**config.mk**
```make
export PLATFORM = sky130hd
export DESIGN_NAME = ahb_master_input_stage
export DESIGN_NICKNAME = d
export VERILOG_FILES = /design/src/rtl/ahb_master_input_stage.sv
export SDC_FILE = /design/constraint.sdc
export NUM_CORES = 1
export LEC_CHECK = 0
export ABC_AREA = 0
export BUFFER_PORTS_ARGS = -buffer_cell sky130_fd_sc_hd__clkbuf_2
export CAP_MARGIN = 15
export CORE_MARGIN = 10
export CORE_UTILIZATION = 35
export CTS_CLUSTER_DIAMETER = 80
export DETAILED_ROUTE_END_ITERATION = 6
export PLACE_DENSITY = 0.69
export REMOVE_ABC_BUFFERS = 1
export SYNTH_ARGS = -nofsm -noshare
export SYNTH_HDL_FRONTEND = slang
export SYNTH_SLANG_ARGS = --single-unit
```
**constraint.sdc**
```tcl
create_clock -name HCLK -period 1.8 [get_ports HCLK]
set_input_delay 0.45 -clock HCLK [delete_from_list [all_inputs] [get_ports HCLK]]
set_output_delay 0.45 -clock HCLK [all_outputs]
set_load 0.03 [all_outputs]
```
**src/rtl/ahb_master_input_stage.sv**
```systemverilog
// AHB-Lite matrix master input stage: captures and replays an address phase the matrix
// could not accept. Optional hold timeout with a two-cycle ERROR enabled by AHB_INPUT_STAGE_TIMEOUT_EN.
module ahb_master_input_stage #(
    parameter int ADDR_WIDTH     = 32,
    parameter int DATA_WIDTH     = 32,
    parameter int TIMEOUT_CYCLES = 256
) (
    input  logic                  HCLK,
    input  logic                  HRESETn,
    input  logic [ADDR_WIDTH-1:0] m_HADDR,
    input  logic [1:0]            m_HTRANS,
    input  logic                  m_HWRITE,
    input  logic [2:0]            m_HSIZE,
    input  logic [2:0]            m_HBURST,
    input  logic [3:0]            m_HPROT,
    input  logic [DATA_WIDTH-1:0] m_HWDATA,
    output logic                  m_HREADYOUT,
    output logic                  m_HRESP,
    output logic [DATA_WIDTH-1:0] m_HRDATA,
    output logic [ADDR_WIDTH-1:0] mx_HADDR,
    output logic [1:0]            mx_HTRANS,
    output logic                  mx_HWRITE,
    output logic [2:0]            mx_HSIZE,
    output logic [2:0]            mx_HBURST,
    output logic [3:0]            mx_HPROT,
    output logic [DATA_WIDTH-1:0] mx_HWDATA,
    output logic                  mx_REQ,
    input  logic                  mx_GRANT,
    input  logic                  mx_HREADY,
    input  logic                  mx_HRESP,
    input  logic [DATA_WIDTH-1:0] mx_HRDATA
);

    typedef struct packed {
        logic [ADDR_WIDTH-1:0] haddr;
        logic [1:0]            htrans;
        logic                  hwrite;
        logic [2:0]            hsize;
        logic [2:0]            hburst;
        logic [3:0]            hprot;
    } ap_t;

`ifdef AHB_INPUT_STAGE_TIMEOUT_EN
    typedef enum logic [2:0] {
        ST_IDLE = 3'd0,
        ST_DATA = 3'd1,
        ST_HOLD = 3'd2,
        ST_ERR1 = 3'd3,
        ST_ERR2 = 3'd4
    } state_e;

    localparam int CNT_W = (TIMEOUT_CYCLES > 256) ? 16 : 8;
    localparam logic [CNT_W-1:0] CNT_LIM = CNT_W'(TIMEOUT_CYCLES - 1);

    logic [CNT_W-1:0] cnt_q;
    logic [CNT_W-1:0] cnt_d;
`else
    typedef enum logic [1:0] {
        ST_IDLE = 2'd0,
        ST_DATA = 2'd1,
        ST_HOLD = 2'd2
    } state_e;
`endif

    if (TIMEOUT_CYCLES < 2) begin : g_bad_timeout
        $error("TIMEOUT_CYCLES must be >= 2");
    end

    state_e state_q;
    state_e state_d;
    ap_t    hold_q;
    ap_t    hold_d;
    ap_t    live_s;
    ap_t    fwd_s;
    logic   ready_s;
    logic   resp_s;
    logic   live_valid_s;
    logic   req_s;
    logic   accept_s;

    function automatic state_e sample_next(input logic lv, input logic acc);
        if (lv && acc) begin
            return ST_DATA;
        end else if (lv) begin
            return ST_HOLD;
        end else begin
            return ST_IDLE;
        end
    endfunction

    assign live_s       = '{haddr: m_HADDR, htrans: m_HTRANS, hwrite: m_HWRITE,
                            hsize: m_HSIZE, hburst: m_HBURST, hprot: m_HPROT};
    assign live_valid_s = m_HTRANS[1] & ready_s;
    assign req_s        = (state_q == ST_HOLD) | live_valid_s;
    assign accept_s     = req_s & mx_GRANT & mx_HREADY;

    // Master-side response and the address phase presented to the matrix, per state.
    always_comb begin
        ready_s = 1'b1;
        resp_s  = 1'b0;
        fwd_s   = live_s;
        case (state_q)
            ST_IDLE: begin
                ready_s = 1'b1;
                resp_s  = 1'b0;
                fwd_s   = live_s;
            end
            ST_DATA: begin
                ready_s = mx_HREADY;
                resp_s  = mx_HRESP;
                fwd_s   = live_s;
                // The master is not sampled while the slave stalls, so nothing is offered.
                if (!mx_HREADY) begin
                    fwd_s.htrans = 2'b00;
                end else begin
                    fwd_s.htrans = live_s.htrans;
                end
            end
            ST_HOLD: begin
                ready_s = 1'b0;
                resp_s  = 1'b0;
                fwd_s   = hold_q;
            end
`ifdef AHB_INPUT_STAGE_TIMEOUT_EN
            ST_ERR1: begin
                ready_s      = 1'b0;
                resp_s       = 1'b1;
                fwd_s        = live_s;
                fwd_s.htrans = 2'b00;
            end
            ST_ERR2: begin
                ready_s = 1'b1;
                resp_s  = 1'b1;
                fwd_s   = live_s;
            end
`endif
            default: begin
                ready_s      = 1'b1;
                resp_s       = 1'b0;
                fwd_s        = live_s;
                fwd_s.htrans = 2'b00;
            end
        endcase
    end

    // Next state, hold-register capture/release and hold wait counter.
    always_comb begin
        state_d = state_q;
        hold_d  = hold_q;
`ifdef AHB_INPUT_STAGE_TIMEOUT_EN
        cnt_d   = '0;
`endif
        case (state_q)
            ST_IDLE, ST_DATA: begin
                if (ready_s) begin
                    state_d = sample_next(live_valid_s, accept_s);
                    if (live_valid_s && !accept_s) begin
                        hold_d = live_s;
                    end else begin
                        hold_d = hold_q;
                    end
                end else begin
                    state_d = state_q;
                end
            end
            ST_HOLD: begin
                if (accept_s) begin
                    state_d = ST_DATA;
                    hold_d  = '0;
`ifdef AHB_INPUT_STAGE_TIMEOUT_EN
                end else if (cnt_q == CNT_LIM) begin
                    state_d = ST_ERR1;
                    hold_d  = '0;
                end else begin
                    state_d = ST_HOLD;
                    cnt_d   = cnt_q + CNT_W'(1);
                end
`else
                end else begin
                    state_d = ST_HOLD;
                end
`endif
            end
`ifdef AHB_INPUT_STAGE_TIMEOUT_EN
            ST_ERR1: begin
                state_d = ST_ERR2;
            end
            ST_ERR2: begin
                state_d = sample_next(live_valid_s, accept_s);
                if (live_valid_s && !accept_s) begin
                    hold_d = live_s;
                end else begin
                    hold_d = hold_q;
                end
            end
`endif
            default: begin
                state_d = ST_IDLE;
                hold_d  = '0;
            end
        endcase
    end

    // State, hold register and counter flops with synchronous active-low reset.
    always_ff @(posedge HCLK) begin
        if (!HRESETn) begin
            state_q <= ST_IDLE;
            hold_q  <= '0;
`ifdef AHB_INPUT_STAGE_TIMEOUT_EN
            cnt_q   <= '0;
`endif
        end else begin
            state_q <= state_d;
            hold_q  <= hold_d;
`ifdef AHB_INPUT_STAGE_TIMEOUT_EN
            cnt_q   <= cnt_d;
`endif
        end
    end

    assign m_HREADYOUT = ready_s;
    assign m_HRESP     = resp_s;
    assign m_HRDATA    = mx_HRDATA;
    assign mx_HADDR    = fwd_s.haddr;
    assign mx_HTRANS   = fwd_s.htrans;
    assign mx_HWRITE   = fwd_s.hwrite;
    assign mx_HSIZE    = fwd_s.hsize;
    assign mx_HBURST   = fwd_s.hburst;
    assign mx_HPROT    = fwd_s.hprot;
    assign mx_HWDATA   = m_HWDATA;
    assign mx_REQ      = req_s;

endmodule

```
---- After elaboration in Yosys (flattened, before gate mapping) ----
Cells that the tools add are included.
storage, ports and cells
  flip-flop bits (word level) ............. 47
  output and inout bits ................... 112
operators by class
  mux-type cells .......................... 13
  reductions and logical operators ........ 6
  bitwise gates (word level) .............. 4
  equality and inequality tests ........... 5
operators with widths
  operator                                                               count
  45-bit 2-to-1 mux                                                      3
  45-bit one-hot mux with 3 select lines                                 1
  45-bit one-hot mux with 2 select lines                                 1
  2-bit 2-to-1 mux                                                       5
  2-bit inequality test, second input constant                           3
  2-bit one-hot mux with 2 select lines                                  1
  1-bit bitwise AND                                                      3
  3-bit AND reduction                                                    1
  2-bit by 1-bit equality test with 1-bit output, second input constant  1
  2-bit equality test, second input constant                             1
  1-bit logical AND                                                      2
  2-bit logical NOT                                                      1
  1-bit one-hot mux with 2 select lines                                  1
  2-bit OR reduction                                                     1
  1-bit logical NOT                                                      1
  1-bit 2-to-1 mux                                                       1
  1-bit bitwise OR                                                       1

---- Logic depth before layout (Yosys ltp) ----
  depth after elaboration ................. 11
  mapped depth ............................ 6

---- Worst setup path before layout ----
OpenSTA, ideal clock, no wires.
  path type ............................... flip-flop to output port
  start point ............................. reg state_q[1]
  end point ............................... out mx_REQ
  required time ........................... 1.350 ns
  setup slack ............................. -0.019 ns
  buffers on the path ..................... 2
  arrival time ............................ 1.369 ns
  stages on the path, launching flop included .. 5
  cells stage by stage .................... dfxtp_1 -> clkbuf_2 -> clkbuf_1 -> o21a_1 -> a21o_1
between the ends
  longest elaborated chain between the ends .. 4
  elaborated cells on any way between the ends .. 5
  those cells by class .................... 2 x eq/ne; 1 x mux; 2 x bitwise
ends and longest elaborated chain
  item                                                                                          line  source
  start: declaration                                                                            69    state_e state_q;
  start signal: assignment                                                                      213   state_q <= state_d;
  2-bit equality test / 2-bit by 1-bit equality test with 1-bit output (equally long branches)  102   case (state_q)
  1-bit one-hot mux with 2 select lines (*)                                                     102
  net m_HREADYOUT                                                                               17    output logic m_HREADYOUT,
  1-bit bitwise AND (*)                                                                         93    assign live_valid_s = m_HTRANS[1] & ready_s;
  1-bit bitwise OR (*)                                                                          94    assign req_s = (state_q == ST_HOLD) | live_valid_s;
  end: declaration                                                                              27    output logic mx_REQ,
The timed path passes the listed nets; every way through them passes the cells marked *.

---- Final worst setup path ----
  start point ............................. reg state_q[1]
  end point ............................... out mx_HTRANS[0]
between the ends
  longest elaborated chain between the ends .. 2
  elaborated cells on any way between the ends .. 4
  those cells by class .................... 2 x eq/ne; 1 x mux; 1 x reduce/logical
ends and longest elaborated chain
  item                                         line  source
  2-bit equality test (tied with other cells)  102
  45-bit one-hot mux with 3 select lines (*)   102
  end: declaration                             21    output logic [1:0] mx_HTRANS,
Mark *: on every way between the ends. The rest lies on a longest branch, timed or not.

==> results_tabular.tex <==
\begin{tabular}{lr}
\hline
Metric & Value \\
\hline
\multicolumn{2}{l}{\textbf{Detailed routing}} \\
Detail Route Antenna Nets & 0 \\
Iter 0 DRT Violations & between 100 and 150 \\
DRC violation count after routing & 0 \\
Post-DR vias/cell & $\sim$5.0 \\
DRT Wirelength & about 13,000 um \\
Vias & $\sim$2,800 \\
Drt pass-1 iters & 4 \\
Routed len/inst & 22.8 um \\
\multicolumn{2}{l}{\textbf{Clock tree}} \\
Clock Pin Slew Worst Setup and Hold Paths & roughly 90 ps \\
Number of sinks on the clock net & 47 \\
Total CTS buffers & 5 \\
Clock root cell & sky130\_fd\_sc\_hd\_\_clkbuf\_8 \\
Clock tree from TritonCTS & done \\
Maximum buffer depth of the clock tree & 2 \\
H-tree lvl count & 2 \\
Clock latency at the later pin of the worst-skew pair & about 300 ps \\
\multicolumn{2}{l}{\textbf{Placement}} \\
Placed cell count & $\sim$560 \\
Pre-CTS setup slack & roughly 57 ps \\
Routability congestion estimate from global placement & about 0.75 \\
HPWL after DPL & around 10000 um \\
Buffers on Ports & 97 \\
Instance area at placement & between 0.003 and 0.004 sq mm \\
\multicolumn{2}{l}{\textbf{Floorplan}} \\
Width of the die & 117 um \\
Number of rows created at floorplan & 35 \\
DIE AREA & approximately 0.014 sq mm \\
Starting density of the core & 0.359 \\
I/O pin count & 226 \\
Area of the core & between 0.009 and 0.01 sq mm \\
Die Y & approximately 120 um \\
\multicolumn{2}{l}{\textbf{Synth}} \\
Netlist Area Pre-Place & between 0.003 and 0.004 sq mm \\
Number of standard cells after synthesis & 430 \\
Sequential area share after synthesis & 0.285 \\
EDFF count, synth & 0 \\
Synth Flop Type & sky130\_fd\_sc\_hd\_\_dfxtp\_1 \\
Count of cell types in the netlist & 32 \\
Total number of yosys warnings & 0 \\
Cell accounting for the most synthesized area & sky130\_fd\_sc\_hd\_\_dfxtp\_1 \\
Biggest area contributors in the synthesized netlist & sky130\_fd\_sc\_hd\_\_dfxtp\_1 (29\%), sky130\_fd\_sc\_hd\_\_nand2\_1 (20\%), sky130\_fd\_sc\_hd\_\_buf\_4 (15\%), sky130\_fd\_sc\_hd\_\_mux2i\_1 (13\%), sky130\_fd\_sc\_hd\_\_nand3b\_1 (9.8\%) \\
Synthesized flop and latch total & 47 \\
Share of the synthesized area in the top cell type & 0.285 \\
Post-synthesis average cell area & approximately 7.7 sq um \\
Proportion of register bits with asynchronous set or reset after synthesis & 0 \\
\multicolumn{2}{l}{\textbf{Power}} \\
Highest ir drop seen on vdd & 292 uV \\
Static leakage & between 1.5 and 2 nW \\
Power Dens Cells & 713 mW/mm\^{}2 \\
Design Power & 2.90 mW \\
\multicolumn{2}{l}{\textbf{Worst setup path}} \\
Crit path largest cell delay & around 370 ps \\
Data required time of the critical path & 1350 ps \\
Cell Chain, Critical Path & nor2b\_4 > buf\_12 > buf\_12 > a22o\_4 > buf\_8 \\
Worst path top cell family by delay & buffers and inverters \\
CP max stage cell & sky130\_fd\_sc\_hd\_\_dfxtp\_4 \\
Arrival time of the worst setup path & $\sim$1500 ps \\
Max Fanout on Critical Path & 14 \\
Critical path class & flip-flop to output port \\
Kind of end point of the critical path & output port \\
Startpoint kind of the worst setup timing path & flip-flop \\
Worst path buffer plus inverter count & 3 \\
Cell mode on critical path & sky130\_fd\_sc\_hd\_\_buf\_12 \\
\multicolumn{2}{l}{\textbf{GRT}} \\
Via count of the first global-routing pass & $\sim$2,800 \\
Number of antenna violations at the first check in global routing & 0 \\
First-pass GRT wire length & $\sim$18,000 um \\
Overflow after GRT & 0 \\
GRT Resource Usage Total & 0.175 \\
Maximum number of pins on one net before global-route repair & 92 \\
\multicolumn{2}{l}{\textbf{Final layout}} \\
Post-route non-filler standard cell count & about 570 \\
Total number of nets in the final design & 571 \\
Register area & 948 sq um \\
Final-layout fill cell count & just under 900 \\
Footprint of the multi-input gates & about 0.0017 sq mm \\
Layout overhead on the synthesized area & 23.5\% \\
Ratio of cells with drive above 1 in the final layout & 0.342 \\
Post-route cell area & between 0.004 and 0.005 sq mm \\
Number of antenna diodes & 0 \\
\multicolumn{2}{l}{\textbf{Timing}} \\
Post-route worst setup slack & -125 ps \\
Pins Over Slew Limit & 0 \\
Final clock period utilization by the worst path & 1.07 \\
Setup\_tns & -2360 ps \\
Worst slew margin & 0.754 \\
Unrepaired setup endpoints after global routing & true \\
Final critical path time including I/O delays and setup & 1930 ps \\
Endpoints failing hold & 0 \\
Worst Max-Slew Pin Slew & 369 ps \\
Worst Clk Skew & between 8 and 9 ps \\
Peak Freq & just over 0.5 GHz \\
Final setup violation count & 46 \\
\multicolumn{2}{l}{\textbf{Status}} \\
Violations in the final reports & negative setup slack \\
Status & finished, violations left \\
\multicolumn{2}{l}{\textbf{Run}} \\
Number of maximum-capacitance violations & 0 \\
\multicolumn{2}{l}{\textbf{Hold path}} \\
Classification of the worst-slack hold path & input port to flip-flop \\
\hline
\end{tabular}
==> cells by family (layout without fill, tap and decap cells) <==
group | after synthesis | count (layout) | share of synthesized area
AO/OA/AOI/OAI | 14 | 14 | 0.0342
buffers and inverters | 95 | 121 | 0.222
multiplexers | 44 | 44 | 0.134
AND/OR/NAND/NOR | 230 | 230 | 0.325
flip-flops | 47 | 47 | 0.285
==> layer usage <==
layer / global-route usage / wire length [um] / vias to the layer above
li1: - / - / 1363
met1: 0.188 / 4750 / 1287
met5: 0.109 / 164 / -
met4: 0.0239 / 136 / 6
met2: 0.219 / 4890 / 168
met3: 0.198 / 2970 / 14
==> flip-flops by register name (all words and copies together) (netlist names) <==
register,count
state_q,2
hold_q,45
==> cells in the final DEF (no fill, tap or decap), drive strengths merged <==
| cell | Yosys | layout |
|---|---|---|
| a21boi | 2 | 2 |
| a21o | 2 | 2 |
| a21oi | 2 | 2 |
| a22o | 2 | 2 |
| a32oi | 1 | 1 |
| and2b | 1 | 1 |
| and3b | 1 | 1 |
| buf | 79 | 51 |
| clkbuf | 7 | 70 |
| dfxtp | 47 | 47 |
| mux2i | 44 | 44 |
| nand2 | 176 | 176 |
| nand2b | 2 | 2 |
| nand3 | 1 | 1 |
| nand3b | 43 | 43 |
| nor2 | 2 | 2 |
| nor2b | 2 | 2 |
| nor3b | 1 | 1 |
| o211ai | 1 | 1 |
| o21a | 2 | 2 |
| o21bai | 2 | 2 |
| or2b | 1 | 1 |
==> cells in the mapped netlist, types with 4 or more instances <==
| cell type | count |
|---|---|
| sky130_fd_sc_hd__buf_12 | 4 |
| sky130_fd_sc_hd__buf_4 | 64 |
| sky130_fd_sc_hd__clkbuf_1 | 6 |
| sky130_fd_sc_hd__nand3b_1 | 43 |
| sky130_fd_sc_hd__dlygate4sd1_1 | 8 |
| sky130_fd_sc_hd__mux2i_1 | 44 |
| sky130_fd_sc_hd__dfxtp_1 | 47 |
| sky130_fd_sc_hd__nand2_1 | 175 |
| sky130_fd_sc_hd__buf_2 | 10 |
==> cell type report <==
| cell class | instances | share of cell area |
|---|---|---|
| multi-input combinational | 288 | 0.423 |
| sequential | 47 | 0.233 |
| tap | 111 | 0.0341 |
| clock buffer | 6 | 0.0178 |
| timing repair buffer | 115 | 0.292 |
==> path summary, 6_finish.rpt <==
path                            cells past startpoint  slack (ps)        start           end
worst min register to register                      2         460   hold_q[31]    hold_q[31]
worst max register to register                      6         160   state_q[0]    hold_q[28]
worst min-delay path                                3         400  m_HADDR[12]    hold_q[25]
worst max-delay path                                5        -130   state_q[1]  mx_HTRANS[0]
==> worst min-delay path, delay by kind of cell <==
family | cells | cell delay (ps)
buffers and inverters | 1 | 90
and+or+nand+nor | 1 | 70
muxes | 1 | 50
==> power breakdown <==
group	switching (mW)	total (mW)	internal [mW]
clock	0.346	0.607	0.260
sequential	0.0415	1.16	1.12
combinational	0.601	1.14	0.536
==> timing repair <==
item                                    CTS  global route
buffers inserted                          2             2
endpoints found under the setup margin   47            47
hold buffers                              0             0
gates cloned                              1             1
pin swaps                                 2             1
resized for setup                       103            62
==> per-stage QoR <==
step                hold WS, ps   util
finish                      399  0.443
global route                400  0.443
CTS                         390  0.428
detailed placement          452  0.367
global placement            444  0.367
floorplan                   438      -
Note: power is estimated with default switching activity, not from simulation.
